$ cat config.mk
export PLATFORM = sky130hd
export DESIGN_NAME = rvfi_csr_seq_check
export DESIGN_NICKNAME = d
export VERILOG_FILES = /design/src/rtl/rvfi_csr_seq_check.sv
export SDC_FILE = /design/constraint.sdc
export NUM_CORES = 1
export LEC_CHECK = 0
export CAP_MARGIN = 20
export CORE_ASPECT_RATIO = 1.25
export CORE_MARGIN = 2
export CORE_UTILIZATION = 27
export DETAILED_ROUTE_END_ITERATION = 12
export PLACE_DENSITY = 0.67
export SETUP_SLACK_MARGIN = 0.4
export SYNTH_ARGS = -nofsm -noshare
export SYNTH_HDL_FRONTEND = slang
export SYNTH_SLANG_ARGS = --single-unit
$ cat constraint.sdc
create_clock -name clock -period 8.9 [get_ports clock]
set_input_delay 1.335 -clock clock [delete_from_list [all_inputs] [get_ports clock]]
set_output_delay 1.335 -clock clock [all_outputs]
set_load 0.1 [all_outputs]
$ cat src/rtl/rvfi_csr_seq_check.sv
// Shadow-CSR sequence checker: tracks one CSR across retired instructions and flags reads
// that disagree with the last write. Optional rvfi_order continuity check: RISCV_FORMAL_CSRSEQ_ORDER_EN.
module rvfi_csr_seq_check #(
  parameter int          XLEN      = 32,
  parameter int          NRET      = 1,
  parameter logic [11:0] CSR_INDEX = 12'hB00,
  parameter int          COUNTER   = 0
) (
  input  logic                                   clock,
  input  logic                                   reset,
  input  logic                                   check,
  input  logic [NRET-1:0]                        rvfi_valid,
  input  logic [64*NRET-1:0]                     rvfi_order,
  input  logic [XLEN*NRET-1:0]                   rvfi_csr_rmask,
  input  logic [XLEN*NRET-1:0]                   rvfi_csr_wmask,
  input  logic [XLEN*NRET-1:0]                   rvfi_csr_rdata,
  input  logic [XLEN*NRET-1:0]                   rvfi_csr_wdata,
  output logic                                   fail,
  output logic [(NRET > 1 ? $clog2(NRET) : 1)-1:0] fail_chan,
  output logic [63:0]                            fail_order,
  output logic [15:0]                            access_cnt
);
  localparam int CW = (NRET > 1) ? $clog2(NRET) : 1;

  typedef enum logic [1:0] {S_EMPTY, S_TRACK, S_FAILED} state_t;

  state_t state_reg, state_next;
  logic [XLEN-1:0] shadow_reg, shadow_next;
  logic [XLEN-1:0] known_reg, known_next;
  logic [CW-1:0]   fail_chan_reg, fail_chan_next;
  logic [63:0]     fail_order_reg, fail_order_next;
  logic [15:0]     access_cnt_reg, access_cnt_next;

  logic [63:0]     order_ch [NRET];
  logic [XLEN-1:0] rmask_ch [NRET];
  logic [XLEN-1:0] wmask_ch [NRET];
  logic [XLEN-1:0] rdata_ch [NRET];
  logic [XLEN-1:0] wdata_ch [NRET];

  genvar gi;
  generate
    for (gi = 0; gi < NRET; gi++) begin : g_unpack
      assign order_ch[gi] = rvfi_order[gi*64 +: 64];
      assign rmask_ch[gi] = rvfi_csr_rmask[gi*XLEN +: XLEN];
      assign wmask_ch[gi] = rvfi_csr_wmask[gi*XLEN +: XLEN];
      assign rdata_ch[gi] = rvfi_csr_rdata[gi*XLEN +: XLEN];
      assign wdata_ch[gi] = rvfi_csr_wdata[gi*XLEN +: XLEN];
    end
  endgenerate

`ifdef RISCV_FORMAL_CSRSEQ_ORDER_EN
  logic [63:0] last_order_reg, last_order_next;
  logic        order_seen_reg, order_seen_next;
`endif

  logic            bad;
  logic            found;
  logic            any_write;
  logic [16:0]     acc_sum;
  logic [XLEN-1:0] diff;

  // Channels are walked oldest first so each sees the shadow as left by its predecessors.
  always_comb begin
    shadow_next     = shadow_reg;
    known_next      = known_reg;
    found           = 1'b0;
    any_write       = 1'b0;
    bad             = 1'b0;
    diff            = '0;
    fail_chan_next  = fail_chan_reg;
    fail_order_next = fail_order_reg;
    acc_sum         = {1'b0, access_cnt_reg};
`ifdef RISCV_FORMAL_CSRSEQ_ORDER_EN
    last_order_next = last_order_reg;
    order_seen_next = order_seen_reg;
`endif
    for (int i = 0; i < NRET; i++) begin
      if (rvfi_valid[i]) begin
        bad = 1'b0;
        if (COUNTER == 0) begin
          bad = ((rdata_ch[i] ^ shadow_next) & rmask_ch[i] & known_next) != '0;
        end else if ((&known_next) && (&rmask_ch[i])) begin
          diff        = rdata_ch[i] - shadow_next;
          bad         = diff[XLEN-1];
          shadow_next = rdata_ch[i];
        end
`ifdef RISCV_FORMAL_CSRSEQ_ORDER_EN
        if (order_seen_next && (order_ch[i] != last_order_next + 64'd1))
          bad = 1'b1;
        last_order_next = order_ch[i];
        order_seen_next = 1'b1;
`endif
        shadow_next = (shadow_next & ~wmask_ch[i]) | (wdata_ch[i] & wmask_ch[i]);
        known_next  = known_next | wmask_ch[i];
        if (wmask_ch[i] != '0)
          any_write = 1'b1;
        if ((rmask_ch[i] | wmask_ch[i]) != '0)
          acc_sum = acc_sum + 17'd1;
        if (bad && check && !found) begin
          found           = 1'b1;
          fail_chan_next  = CW'(i);
          fail_order_next = order_ch[i];
        end
      end
    end
    access_cnt_next = acc_sum[16] ? 16'hFFFF : acc_sum[15:0];
    if (state_reg == S_FAILED) begin
      fail_chan_next  = fail_chan_reg;
      fail_order_next = fail_order_reg;
    end
  end

  always_comb begin
    state_next = state_reg;
    case (state_reg)
      S_EMPTY:  if (found) state_next = S_FAILED;
                else if (any_write) state_next = S_TRACK;
      S_TRACK:  if (found) state_next = S_FAILED;
      S_FAILED: state_next = S_FAILED;
      default:  state_next = S_EMPTY;
    endcase
  end

  always_ff @(posedge clock or posedge reset) begin
    if (reset) begin
      state_reg      <= S_EMPTY;
      shadow_reg     <= '0;
      known_reg      <= '0;
      fail_chan_reg  <= '0;
      fail_order_reg <= '0;
      access_cnt_reg <= '0;
`ifdef RISCV_FORMAL_CSRSEQ_ORDER_EN
      last_order_reg <= '0;
      order_seen_reg <= 1'b0;
`endif
    end else begin
      state_reg      <= state_next;
      shadow_reg     <= shadow_next;
      known_reg      <= known_next;
      fail_chan_reg  <= fail_chan_next;
      fail_order_reg <= fail_order_next;
      access_cnt_reg <= access_cnt_next;
`ifdef RISCV_FORMAL_CSRSEQ_ORDER_EN
      last_order_reg <= last_order_next;
      order_seen_reg <= order_seen_next;
`endif
    end
  end

  always_comb begin
    fail       = (state_reg == S_FAILED);
    fail_chan  = fail_chan_reg;
    fail_order = fail_order_reg;
    access_cnt = access_cnt_reg;
  end

  csr_first_fail_cover: cover property (@(posedge clock) disable iff (reset)
    (state_reg != S_FAILED) && found && (CSR_INDEX <= 12'hFFF));

endmodule

# == Word-level counts from Yosys, hierarchy flattened ==
# Index checks and enable logic that the tools add are counted.
# W data, S select, Z words.
# totals
input_bits,196
out_inout_bits,82
elab_cells,43
ff_bits,146
# classes
n_reduce_logical,10
bitwise,10
eq_ne,4
n_addsub,1
mux,13
# ops
op,n
$and A32 B32 Y32,4
$or A32 B32 Y32,3
$reduce_bool A32 Y1,3
$mux W17,2
$mux W32,1
$not A32 Y32,1
$xor A32 B32 Y32,1
$add A16 B1 Y17 const B,1
$mux W16,1
$mux W2,3
$pmux W2 S3,1
$mux W1,5
$reduce_and A2 Y1,2
$reduce_bool A2 Y1,2
$ne A3 B3 Y1 const B,1
$reduce_and A3 Y1,1
$eq A2 B1 Y1 const B,1
$eq A2 B2 Y1 const B,1
$logic_not A2 Y1,1
$ne A2 B2 Y1 const B,1
$logic_and A1 B1 Y1,1
$not A1 Y1,1

# == Logic depth before layout (Yosys ltp) ==
# logic_depth
word_depth,10
depth_mapped,8
mapped_depth_nobuf,7

# == Worst setup path before layout ==
# Ideal clock, no wire load.
# synth_path
kind,input -> register
startpoint,input port rvfi_csr_wmask[17]
endpoint,register access_cnt_reg[14] (netlist: access_cnt[14])
setup_time_ns,0.126
path_slack_ns,5.900
n_path_buf,1
path_stages,7
t_required_ns,8.774
t_arrival_ns,2.874
path_cell_list,nor4_1 nand4_1 o41ai_4 buf_6 nor2_1 nand4_1 mux2_2
# synth_via
elab_chain_len,6
elab_cells_between_ends,8
classes_between,mux: 3; bitwise: 1; reduce/logical: 4
# synth_rtl
element,line,source
start: declaration,15,"input logic [XLEN*NRET-1:0] rvfi_csr_wmask,"
$or A32 B32 Y32 *,97,if ((rmask_ch[i] | wmask_ch[i]) != '0)
$reduce_bool A32 Y1 *,97,
$mux W17,97,
$mux W17,78,if (rvfi_valid[i]) begin
$reduce_bool A2 Y1 (no source line),--,
$reduce_and A2 Y1 (no source line),--,
end signal: assignment,142,access_cnt_reg <= access_cnt_next;
end: declaration,32,"logic [15:0] access_cnt_reg, access_cnt_next;"
# Mark *: on every way between the ends. The rest lies on a longest branch, timed or not. The select of a mux whose other input is x is not followed.
# A chain may end at the register's enable or synchronous reset.

# == Worst setup path after layout ==
# layout_path
startpoint,input port rvfi_csr_rdata[26]
endpoint,register fail_order_reg[49] (netlist: fail_order[49])
# layout_via
elab_chain_len,7
# layout_rtl
element,line,source
start: declaration,16,"input logic [XLEN*NRET-1:0] rvfi_csr_rdata,"
$xor A32 B32 Y32,81,bad = ((rdata_ch[i] ^ shadow_next) & rmask_ch[i] & known_next) != '0;
$and A32 B32 Y32 (2 in a row),81,
$reduce_bool A32 Y1,81,
$mux W1,78,
$logic_and A1 B1 Y1,99,if (bad && check && !found) begin
$reduce_and A3 Y1 (no source line),--,
end signal: assignment,141,fail_order_reg <= fail_order_next;
end: declaration,31,"logic [63:0] fail_order_reg, fail_order_next;"
# Every way passes these cells. The select of a mux whose other input is x is not followed.

==> results by group <==
Routing
  • Iter 0 DRT Violations: between 150 and 200
  • Avg WL per Cell: 17.7 um
  • Via density per instance: 4.57
  • DRT Wirelength: 19500 um
  • First drt pass iteration count: 4
  • Routed Antenna Nets: 0
  • DRC: 0
  • Via count: roughly 5000

Synthesis
  • Syn Std Cell Area: 6370 sq um
  • Prevailing post-synth register cell: dfrtp_1
  • Yosys reg bits: 146
  • Synth cell types: 35
  • Syn Area/Cell: 12.4 sq um
  • Number of nets produced by synthesis: approximately 710
  • Number of flops mapped to enable cells by yosys: 0
  • Post-Synthesis Cells: roughly 510
  • FFs w/ async S/R, synth: 100%
  • Synth Warn #: 0
  • Post-synthesis sequential area ratio: 57.4%

Global routing
  • Antenna violations before repair: 1
  • First-pass GRT wire length: 29900 um
  • GRT Total Usage: 15.8%
  • Final global-route overflow total: 0
  • Vias in the first global route: 5413
  • Largest net degree at the start of global routing: 92

Setup path
  • CP cell instances: clkdlybuf4s50_1 -> xnor2_1 -> o22ai_1 -> nor4_1 -> nand4_1 -> nand3b_1 -> buf_4 -> mux2_2
  • Crit end category: flip-flop
  • Crit path launch type: input port
  • CP max stage delay: 660 ps
  • Worst path required time: 9200 ps
  • CP Class: input port to flip-flop
  • Arrival time at the worst endpoint: 4090 ps
  • Crit-path max FO: 64
  • Crit-path slowest cell: buf_4

Clock tree
  • Hold_buf cts: 0
  • Clk_lat worst skew: around 420 ps
  • CTS HTree Levels: 4
  • Clock Path Buffers: 2
  • Root Driver: clkbuf_16
  • Worst-path clk slew: 60 ps
  • Cts bufs inserted: 17
  • CTS resizes: 0
  • Sink Count: around 150
  • Postcts setup bufs: 0
  • CTS tree: built

STA
  • Pins Over Slew Limit: 0
  • Max Clk Rate: 264 MHz
  • RSZ-0062 raised after global routing: no
  • Final Setup Violations: 0
  • Final worst slack: between 5000 and 6000 ps
  • Period utilisation layout: 42.6%
  • Worst Tran Pin Value: 1040 ps
  • Max-Slew Margin vs Limit: between 30% and 40%
  • Final Hold Viols: 0
  • Final setup TNS: 0 ps
  • Final Critical Period: 3790 ps
  • Max Clock Skew: 10.8 ps

Power and ir drop
  • Cell Pwr Density: 374 nW/um^2
  • Static Leak: roughly 4 nW
  • Peak supply drop: 262 uV

Placed design
  • Post-detail-place hpwl: 14900 um
  • Routability cong.: around 0.80
  • Cell area after placement: 9430 sq um
  • Port bufs: 276
  • Dpl ws: between 4000 and 5000 ps

Layout
  • Fin nets: around 1000
  • Final non-filler cell area: around 10000 sq um
  • Growth of design area from synthesis to finish: 57.5%
  • Share of layout cells above drive strength 1: between 10% and 20%

Run status
  • Outcome: complete, no violations

Floorplan
  • Io pins: 278
  • Die width: 141 um
  • Row cnt: between 60 and 70
  • CORE AREA: 23000 sq um
  • Die area: approximately 25000 sq um
  • Initial Util: 27.6%
  • Die height: 176 um

Job
  • Max_cap viols: 0

Hold path
  • Worst hold path type: flip-flop to flip-flop
[where the power goes]
group	total [mW]	internal, mW	switching [mW]	leakage, nW
sequential	0.966	0.855	0.112	1.64
clock	0.744	0.452	0.292	0.285
combinational	2.04	0.546	1.49	2.08
[per-stage QoR]
stage	power, mW	instances	utilization, %	hold slack [ps]
floorplan	2.50	513	-	435
global placement	3.02	1067	40.9	448
detailed placement	3.03	1067	40.9	452
CTS	3.80	1099	43.5	469
global route	3.90	1100	43.5	474
finish	3.75	1100	43.5	464
[worst max-delay path: cells and delay by family]
| kind | cells | cell delay, ps |
|---|---|---|
| AND/OR/NAND/NOR | 3 | 870 |
| buffers and inverters | 2 | 1140 |
| AO/OA/AOI/OAI | 1 | 150 |
| multiplexers | 1 | 420 |
| XOR/XNOR | 1 | 120 |
[routing by layer]
layer  global-route usage (%)  part of all wire (%)
met1                     19.0                    42
met4                     5.00                   1.8
met3                     5.26                   7.4
met5                        0                     0
met2                     26.7                    49
[cells in the mapped netlist, types with 2 or more instances]
cell | number | area share, %
dfrtp_1 | 146 | 57
buf_6 | 2 | 0.35
ha_1 | 5 | 0.98
nand3_1 | 8 | 0.63
a31oi_1 | 2 | 0.20
clkbuf_1 | 3 | 0.18
nor4_1 | 20 | 2.0
xnor2_1 | 33 | 4.5
and4_1 | 3 | 0.41
inv_1 | 6 | 0.35
nand2_1 | 72 | 4.2
buf_4 | 7 | 0.83
a21oi_1 | 8 | 0.63
o21ai_0 | 6 | 0.47
nand4_1 | 9 | 0.88
nand2b_1 | 32 | 3.1
and3_1 | 6 | 0.59
nor2_1 | 13 | 0.77
mux2_2 | 101 | 18
o22ai_1 | 16 | 1.6
[path summary, 6_finish.rpt]
| check | from | endpoint | slack, ps | cells after the start |
|---|---|---|---|---|
| max in group asynchronous | reset | fail_order[59] | 6140 | 3 |
| setup / recovery | rvfi_csr_rdata[26] | fail_order[49] | 5110 | 8 |
| hold reg to reg | known_reg[30] | known_reg[30] | 460 | 1 |
| min in group asynchronous | reset | known_reg[19] | 1470 | 2 |
| hold / removal | known_reg[30] | known_reg[30] | 460 | 1 |
| setup reg to reg | flip-flop | fail_order[49] | 6090 | 7 |
[cells in the final DEF (no fill, tap or decap), types with 2 or more instances in the layout]
| cell | n |
|---|---|
| clkdlybuf4s50_1 | 276 |
| dfrtp_1 | 146 |
| mux2_2 | 101 |
| nand2_1 | 72 |
| xnor2_1 | 33 |
| nand2b_1 | 32 |
| nor4_1 | 20 |
| clkbuf_16 | 17 |
| o22ai_1 | 16 |
| nor2_1 | 13 |
| nand4_1 | 9 |
| nand3_1 | 8 |
| a21oi_1 | 8 |
| and3_1 | 6 |
| o21ai_0 | 6 |
| inv_1 | 5 |
| ha_1 | 5 |
| inv_6 | 4 |
| and4_1 | 3 |
| bufinv_16 | 3 |
| clkbuf_1 | 3 |
| clkinvlp_4 | 3 |
| buf_4 | 3 |
| a31oi_1 | 2 |
[layout make-up]
cell class / instances / area, sq um
Inverter: 6 / 27.5
Timing Repair Buffer: 279 / 2790
Fill cell: 2207 / 13000
Sequential cell: 146 / 3650
Clock buffer: 21 / 450
Tap cell: 288 / 360
Clock inverter: 11 / 153
Multi-Input combinational cell: 348 / 2600
Antenna cell: 1 / 2.50
[logic make-up (layout without fill, tap and decap cells)]
family	after synthesis	count (layout)	synth area share, %
AOI/OAI and AO/OA	37	37	3.81
xor gates and xnor gates	33	33	4.54
adders and majority gates	5	5	0.982
buffers and inverters	19	317	1.79
DFF	146	146	57.4
muxes	102	102	18.0
other	1	2	0.0589
and+or+nand+nor	170	170	13.4
No activity file was read; power rests on OpenSTA's default activity.
